[src/rtl/expr_pkg.sv]
//------------------------------------------------------------------------------
// expr_pkg : ASCII constants and FSM state encoding for the expression evaluator
// Revision : 1.0
//------------------------------------------------------------------------------
`default_nettype none

package expr_pkg;

    localparam logic [7:0] c_zero  = 8'h30;
    localparam logic [7:0] c_nine  = 8'h39;
    localparam logic [7:0] c_plus  = 8'h2B;
    localparam logic [7:0] c_star  = 8'h2A;
    localparam logic [7:0] c_lpar  = 8'h28;
    localparam logic [7:0] c_rpar  = 8'h29;
    localparam logic [7:0] c_equal = 8'h3D;

    typedef enum logic [2:0] {
        S_OPND  = 3'd0,
        S_OP    = 3'd1,
        S_PD1   = 3'd2,
        S_PO1   = 3'd3,
        S_PD2   = 3'd4,
        S_PO2   = 3'd5,
        S_DRAIN = 3'd6
    } state_t;

endpackage

`default_nettype wire

[src/rtl/ascii_digit.sv]
//------------------------------------------------------------------------------
// ascii_digit : classifies an ASCII character as a decimal digit and decodes it
// Revision    : 1.0
//------------------------------------------------------------------------------
`default_nettype none

module ascii_digit
    import expr_pkg::*;
(
    input  logic [7:0] in,
    output logic       is_digit,
    output logic [3:0] val
);

    assign is_digit = (in >= c_zero) && (in <= c_nine);
    // '0'..'9' are 0x30..0x39, so the low nibble is the value
    assign val      = is_digit ? in[3:0] : 4'd0;

endmodule

`default_nettype wire

[src/rtl/expr_eval.sv]
//------------------------------------------------------------------------------
// expr_eval : streaming ASCII evaluator for '+'/'*' expressions with one paren level
// Revision  : 1.0
//------------------------------------------------------------------------------
`default_nettype none

module expr_eval
    import expr_pkg::*;
(
    input  logic        clk,
    input  logic        clr,
    input  logic        in_valid,
    input  logic [7:0]  in,
    output logic [15:0] result,
    output logic        done,
    output logic        err,
    output logic        busy
);

    state_t      state_q, state_d;
    logic [15:0] sum_q, term_q;
    logic        mulpend_q;
    logic [15:0] sh_sum_q, sh_term_q;
    logic        sh_mulpend_q;
    logic [15:0] result_q;
    logic        done_q, err_q, busy_q;

    logic        is_digit;
    logic [3:0]  dig_val;
    logic        is_op, is_plus, is_star, is_lpar, is_rpar, is_equal;
    logic [15:0] dig_ext, total_d, term_dig_d, term_par_d;

    ascii_digit u_digit (
        .in       (in),
        .is_digit (is_digit),
        .val      (dig_val)
    );

    assign is_plus  = (in == c_plus);
    assign is_star  = (in == c_star);
    assign is_op    = is_plus || is_star;
    assign is_lpar  = (in == c_lpar);
    assign is_rpar  = (in == c_rpar);
    assign is_equal = (in == c_equal);

    assign dig_ext    = {12'd0, dig_val};
    assign total_d    = sum_q + term_q;
    assign term_dig_d = mulpend_q ? (term_q * dig_ext) : dig_ext;
    // a closing paren acts as an operand whose value is the inner total
    assign term_par_d = sh_mulpend_q ? (sh_term_q * total_d) : total_d;

    always_comb begin
        state_d = state_q;
        if (in_valid) begin
            case (state_q)
                S_OPND:  state_d = is_digit ? S_OP : (is_lpar ? S_PD1 : S_DRAIN);
                S_OP:    state_d = (is_op || is_equal) ? S_OPND : S_DRAIN;
                S_PD1:   state_d = is_digit ? S_PO1 : S_DRAIN;
                S_PO1:   state_d = is_op ? S_PD2 : S_DRAIN;
                S_PD2:   state_d = is_digit ? S_PO2 : S_DRAIN;
                S_PO2:   state_d = is_op ? S_PD2 : (is_rpar ? S_OP : S_DRAIN);
                S_DRAIN: state_d = is_equal ? S_OPND : S_DRAIN;
                default: state_d = S_OPND;
            endcase
        end
    end

    always_ff @(posedge clk or posedge clr) begin
        if (clr) begin
            state_q      <= S_OPND;
            sum_q        <= 16'd0;
            term_q       <= 16'd0;
            mulpend_q    <= 1'b0;
            sh_sum_q     <= 16'd0;
            sh_term_q    <= 16'd0;
            sh_mulpend_q <= 1'b0;
            result_q     <= 16'd0;
            done_q       <= 1'b0;
            err_q        <= 1'b0;
            busy_q       <= 1'b0;
        end else begin
            done_q <= 1'b0;
            err_q  <= 1'b0;
            if (in_valid) begin
                state_q <= state_d;
                busy_q  <= (state_d != S_OPND);
                err_q   <= (state_d == S_DRAIN) && (state_q != S_DRAIN);
                case (state_q)
                    S_OPND: begin
                        if (is_digit) begin
                            term_q <= term_dig_d;
                        end else if (is_lpar) begin
                            sh_sum_q     <= sum_q;
                            sh_term_q    <= term_q;
                            sh_mulpend_q <= mulpend_q;
                            sum_q        <= 16'd0;
                            mulpend_q    <= 1'b0;
                        end
                    end
                    S_PD1, S_PD2: begin
                        if (is_digit) term_q <= term_dig_d;
                    end
                    S_OP, S_PO1, S_PO2: begin
                        if (is_plus) begin
                            sum_q     <= total_d;
                            mulpend_q <= 1'b0;
                        end else if (is_star) begin
                            mulpend_q <= 1'b1;
                        end else if (is_equal && state_q == S_OP) begin
                            result_q  <= total_d;
                            done_q    <= 1'b1;
                            sum_q     <= 16'd0;
                            mulpend_q <= 1'b0;
                        end else if (is_rpar && state_q == S_PO2) begin
                            sum_q     <= sh_sum_q;
                            mulpend_q <= sh_mulpend_q;
                            term_q    <= term_par_d;
                        end
                    end
                    S_DRAIN: begin
                        if (is_equal) begin
                            sum_q     <= 16'd0;
                            mulpend_q <= 1'b0;
                        end
                    end
                    default: ;
                endcase
            end
        end
    end

    assign result = result_q;
    assign done   = done_q;
    assign err    = err_q;
    assign busy   = busy_q;

endmodule

`default_nettype wire

[config.mk]
export PLATFORM = sky130hd
export DESIGN_NAME = expr_eval
export DESIGN_NICKNAME = d
export VERILOG_FILES = /design/src/rtl/expr_pkg.sv /design/src/rtl/ascii_digit.sv /design/src/rtl/expr_eval.sv
export SDC_FILE = /design/constraint.sdc
export NUM_CORES = 1
export LEC_CHECK = 0
export BUFFER_PORTS_ARGS = -buffer_cell sky130_fd_sc_hd__buf_4
export CORE_UTILIZATION = 45
export CTS_BUF_LIST = sky130_fd_sc_hd__clkbuf_4
export CTS_CLUSTER_SIZE = 16
export DETAILED_ROUTE_END_ITERATION = 10
export GPL_TIMING_DRIVEN = 0
export PLACE_DENSITY = 0.69
export SKIP_CTS_REPAIR_TIMING = 1
export SYNTH_ARGS = -nofsm -noshare
export SYNTH_HDL_FRONTEND = slang
export SYNTH_HIERARCHICAL = 1
export SYNTH_SLANG_ARGS = --single-unit
[constraint.sdc]
create_clock -name clk -period 16.3 [get_ports clk]
set_clock_uncertainty 0.05 [all_clocks]
set_input_delay 0.815 -clock clk [delete_from_list [all_inputs] [get_ports clk]]
set_output_delay 0.815 -clock clk [all_outputs]
set_load 0.02 [all_outputs]
======== Word level (Yosys, flattened, before mapping) ========
Index checks and enable logic that the tools add are counted.
W data, S select, Z words.
storage, ports and cells
  flip-flop bits (word level) ............. 88
  bits in latches ......................... 0
  bits in writable memories ............... 0
  memory bits (read-only) ................. 0
  bits of input ports ..................... 11
  output and inout port bits .............. 19
  word-level logic and storage cells ...... 102
  memories ................................ 0
cells by class
  add/subtract/negate cells ............... 1
  multiply operators ...................... 2
  div/mod/pow operators ................... 0
  magnitude comparators ................... 2
  equality and inequality tests ........... 24
  shift-type cells ........................ 0
  mux-type cells .......................... 42
  bitwise logic cells ..................... 3
  reductions and logical operators ........ 17
operator list
  cell                  count
  $mux W16              14
  $pmux W16 S3          1
  $eq A8 B6 Y1 const B  5
  $pmux W16 S2          1
  $mux W3               8
  $pmux W3 S7           1
  $add A16 B16 Y16      1
  $mul A16 B16 Y16      1
  $mul A16 B4 Y16       1
  $ne A2 B2 Y1 const B  7
  $reduce_and A7 Y1     2
  $mux W1               13
  $eq A3 B3 Y1 const B  4
  $ge A8 B6 Y1 const B  1
  $le A8 B6 Y1 const B  1
  $eq A3 B2 Y1 const B  2
  $ne A3 B3 Y1 const B  2
  $reduce_and A6 Y1     1
  $reduce_bool A3 Y1    2
  $reduce_or A3 Y1      2
  $ne A5 B5 Y1 const B  1
  $reduce_and A5 Y1     1
  $logic_and A1 B1 Y1   4
  $mux W2               2
  other kinds (10)      13

======== Logic depth before layout (Yosys ltp) ========
  word-level depth ........................ 9
  mapped depth ............................ 30
  gate-level depth less buffers ........... 29

======== By module ========
Netlist, hierarchy kept.
modules (own cells, without submodules)
  module       instances  cells an instance  area each (um^2)  seq. area each (um^2)
  expr_eval    1          1,083              10,018.4          2,202.1
  ascii_digit  1          9                  81.3              0.0

======== Worst setup path after synthesis ========
Ideal clock, no wire load.
  path type ............................... reg2reg
  from .................................... register term_q[0]
  to ...................................... register term_q[15]
  library setup time ...................... 0.082 ns
  arrival time ............................ 7.208 ns
  data required time ...................... 16.168 ns
  slack ................................... 8.960 ns
  stages on the path, launching flop included .. 29
  path buffers ............................ 0
  period minus slack after synthesis ...... 7.340 ns
  path through ............................ dfrtp_1 -> ha_1 -> fa_1 -> a21o_1 -> a31o_2 -> o221a_1 -> o31ai_1 -> a21boi_1 -> nor2_1 -> nand2_1 -> fa_1 -> fa_1 -> inv_1 -> fa_1 -> fa_1 -> inv_1 -> fa_1 -> fa_1 -> xnor2_1 -> xnor2_1 -> xnor2_1 -> xnor2_1 -> xnor2_1 -> xnor2_2 -> xnor2_2 -> xnor2_1 -> xnor3_1 -> xor3_1 -> o22ai_1
between the ends
  longest elaborated chain between the ends .. 8
  elaborated cells on any way between the ends .. 11
  classes of those cells .................. add/sub: 1; mul: 2; mux: 8
RTL lines
  item                      RTL line          RTL
  start: declaration        expr_eval.sv:21   logic [15:0] sum_q, term_q;
  start signal: assignment  expr_eval.sv:91   term_q <= term_dig_d;
  start signal: assignment  expr_eval.sv:101  if (is_digit) term_q <= term_dig_d;
  start signal: assignment  expr_eval.sv:117  term_q <= term_par_d;
  $add A16 B16 Y16          expr_eval.sv:47   assign total_d = sum_q + term_q;
  $mul A16 B16 Y16          expr_eval.sv:50   assign term_par_d = sh_mulpend_q ? (sh_term_q * total_d) : total_d;
  $mux W16                  expr_eval.sv:50
  $mux W16                  expr_eval.sv:114  end else if (is_rpar && state_q == S_PO2) begin
  $mux W16                  expr_eval.sv:109  end else if (is_equal && state_q == S_OP) begin
  $mux W16                  expr_eval.sv:107  end else if (is_star) begin
  $mux W16                  expr_eval.sv:104  if (is_plus) begin
  $pmux W16 S2 (*)          expr_eval.sv:88   case (state_q)
Every way passes the cells marked *; elsewhere a longest branch is shown, timed or not. The select of a mux whose other input is x is not followed.
A chain may end at the register's enable or synchronous reset.

======== Final worst setup path ========
  from .................................... register term_q[4]
  to ...................................... register term_q[15]
Same word-level chain as after synthesis.

==> flow_summary.yaml <==
status:
  outcome: "completed"
global_routing:
  gr-total-overflow: 0
  track_usage_pct: 22.9
  grt_max_degree: 66
  initial_antenna_violation_count: 2
  grt_pass1_vias: 7862
  grt_pass1_wl_mm: 41.7
min_path:
  min_path_type: "input port to async pin"
floorplanning:
  die_w_um: 152
  floorplan.die_area_mm2: 0.0230
  dieHeight_um: 152
  ios: 30
  floorplan.initialDensity_pct: 46.1
  fp.coreArea_mm2: 0.0219
  fp-row-count: 54
cells_and_area:
  postLayoutCoreUtil_pct: 49.6
  area_delta_synth_final_pct: 7.43
  finish.net_count: 1330
  drive_above_1_share_pct: 10.5
  layout.cell_area.non_filler_mm2: 0.0109
  stdcell_count: 1421
place:
  dp.final_hpwl_mm: 19.6
  gp_routability_congestion: 0.898
  io_buffers: 29
  dp_cells: 1402
  placed_inst_area_mm2: 0.0107
worst_setup_path:
  critPathKind: "flip-flop to flip-flop"
  critical_path_arrival_ps: 8840
  crit_end: "term_q[15]$_DFFE_PP0P_"
  critPathLaunchType: "flip-flop"
  timing.reg2reg.setup_slack_ps: 7830
  critical_path.max_fanout: 11
  worst_setup_path_startpoint: "term_q[4]$_DFFE_PP0P_"
  timing.critical_path.slowest_cell_delay_ps: 720
  reg2reg_from: "term_q[4]$_DFFE_PP0P_"
  reg2regPathDepth: 27
  crit_required_ps: 16660
  critical_path.reg2reg.endpoint: "term_q[15]$_DFFE_PP0P_"
  crit_slowest_cell: "clkbuf_1"
  worstSetupEndpointType: "flip-flop"
power_and_ir_drop:
  static-leakage-power_nw: 5.42
  power.clock.fraction_pct: 11.6
  powerDensity_mw_per_mm2: 106
  power.internal_w: 0.000579
  net-switching-power_w: 0.000568
  share_comb_of_total_power_pct: 62.1
  pwr-share-seq_pct: 26.3
  p_sw_share_pct: 49.5
  power.ir.vdd_worst_mv: 0.0827
timing:
  max-slew-margin-rel_pct: 27.7
  setup_violations: 0
  actual_transition_at_the_worst_max_transition_pin_ps: 1080
  rsz_0062_raised_after_global_routing: "no"
  slew_violations: 0
  hold_ws_ps: 241
  final_hold_viol_count: 0
  totalNegativeSetupSlack_ps: 0
  final_period_minus_worst_setup_slack_ps: 8470
  max_freq_mhz: 118
  final.period_utilization_pct: 52.0
logic_synthesis:
  synth_top_area_share_pct: 21.8
  synth.cells.most_frequent: "nand2_1 (148), inv_1 (147), fa_1 (106)"
  yosys_most_used_dff: "dfrtp_1"
  synthArstFlopShare_pct: 100
  synth_edf_count: 0
  synth_top_cells_by_area: "dfrtp_1 (22%), fa_1 (21%), ha_1 (9.9%)"
  syn-cell-area_mm2: 0.0101
  most_frequently_used_cell_type_in_the_post_synthesis_netlist: "nand2_1"
  netlist.top_cell.by_area: "dfrtp_1"
  yosysSeqAreaShare_pct: 21.8
  post_synth_inst_count: 1092
  synth_cell_type_count: 70
  yosysWarningCount: 6
  synth_fp_nets: 1289
  syn_area_per_cell_um2: 9.25
  synth.ff_latch_count: 88
cts:
  clock_tree.htree_level_count: 3
  root_buffer: "clkbuf_4"
  tritoncts: "yes"
  clk_pin_slew_ps: 160
  tritoncts_buffers: 9
  insertion_delay_ps: 470
  cts.path.max_buffers: 2
  numClockSinks: 88
route:
  number_of_nets_still_failing_antenna_checks_after_routing: 0
  post_drt_wl_per_cell_um: 17.9
  drtPass1Iterations: 4
  drtIter0Drc: 502
  post-route-drc-count: 0
  avgViaCountPerCell: 5.52
  num_vias: 7838
  detail_route.wirelength_mm: 25.4
run:
  timing.max_cap.violations: 0
-- flip-flops by register name (all words and copies together), names as in the netlist --
register,count
sh_term_q,16
sh_mulpend_q,1
done,1
result,16
state_q,3
err,1
sum_q,16
term_q,16
busy,1
mulpend_q,1
sh_sum_q,16
-- cells in the final DEF, fill, tap and decap left out, drive strengths merged, types with 6 or more instances in the layout --
cell      n
o31ai    11
a31oi     7
o21a      8
and3     18
a211oi    6
nand3    13
fa      106
xnor2    50
xor2     12
o21ai    26
a21o     12
nand2   149
clkbuf   50
dfrtp    88
mux2i     6
and2     91
a21oi    50
o21bai    9
mux2     46
inv     149
buf      33
nor3     13
ha       80
nor2     38
-- through the flow --
| step | worst slack, ps | power, W |
|---|---|---|
| floorplan | 8960 | 0.000790 |
| global placement | 7970 | 0.000994 |
| detailed placement | 7940 | 0.00100 |
| CTS | 7890 | 0.00114 |
| global route | 7470 | 0.00125 |
| finish | 7830 | 0.00115 |
-- worst min path at each step --
stage	from	to	slack (ps)	cells past startpoint
global placement	result[3]$_DFFE_PP0P_	result[3]$_DFFE_PP0P_	420	2
finish	clr	result[2]$_DFFE_PP0P_	240	2
floorplan	sum_q[0]$_DFFE_PP0P_	sum_q[0]$_DFFE_PP0P_	420	2
CTS	clr	result[2]$_DFFE_PP0P_	230	2
detailed placement	result[3]$_DFFE_PP0P_	result[3]$_DFFE_PP0P_	430	2
global route	clr	result[2]$_DFFE_PP0P_	230	2
-- worst max-delay path, delay by kind of cell (launching register included) --
kind	cells	cell delay, ps
AND/OR/NAND/NOR	3	490
AO/OA/AOI/OAI	3	670
flip-flops	1	600
buffers and inverters	3	820
XOR/XNOR	11	2510
adder cells (fa/ha/maj)	7	3260
-- kinds of logic after synthesis --
kind of cell               Yosys count  synth area share, %
AOI/OAI and AO/OA                  162                 10.7
and+or+nand+nor                    347                 17.1
xor gates and xnor gates            65                 6.50
adders and majority gates          186                 30.9
DFF                                 88                 21.8
buffers and inverters              192                 7.26
muxes                               52                 5.72
-- cell type report --
type	instances	area, µm²
fill	2056	11000
multi-input combinational	812	7160
sequential	88	2200
inverter	148	558
tap	280	350
timing repair buffer	30	245
buffer	44	178
clock inverter	7	77.6
clock buffer	9	67.6
antenna	3	7.51
-- layer usage --
metal | global-route usage, % | routed length, µm
met1 | 31.0 | 11100
met2 | 38.0 | 12100
met3 | 3.28 | 1570
met4 | 6.52 | 597
met5 | 0 | 0
-- power by group through the flow --
stage	logic, W	registers [W]	clock network [W]
finish	0.000712	0.000302	0.000133
detailed placement	0.000701	0.000303	0
global placement	0.000691	0.000303	0
floorplan	0.000520	0.000270	0
CTS	0.000711	0.000300	0.000134
global route	0.000802	0.000303	0.000143
(Power assumes the default switching activity.)
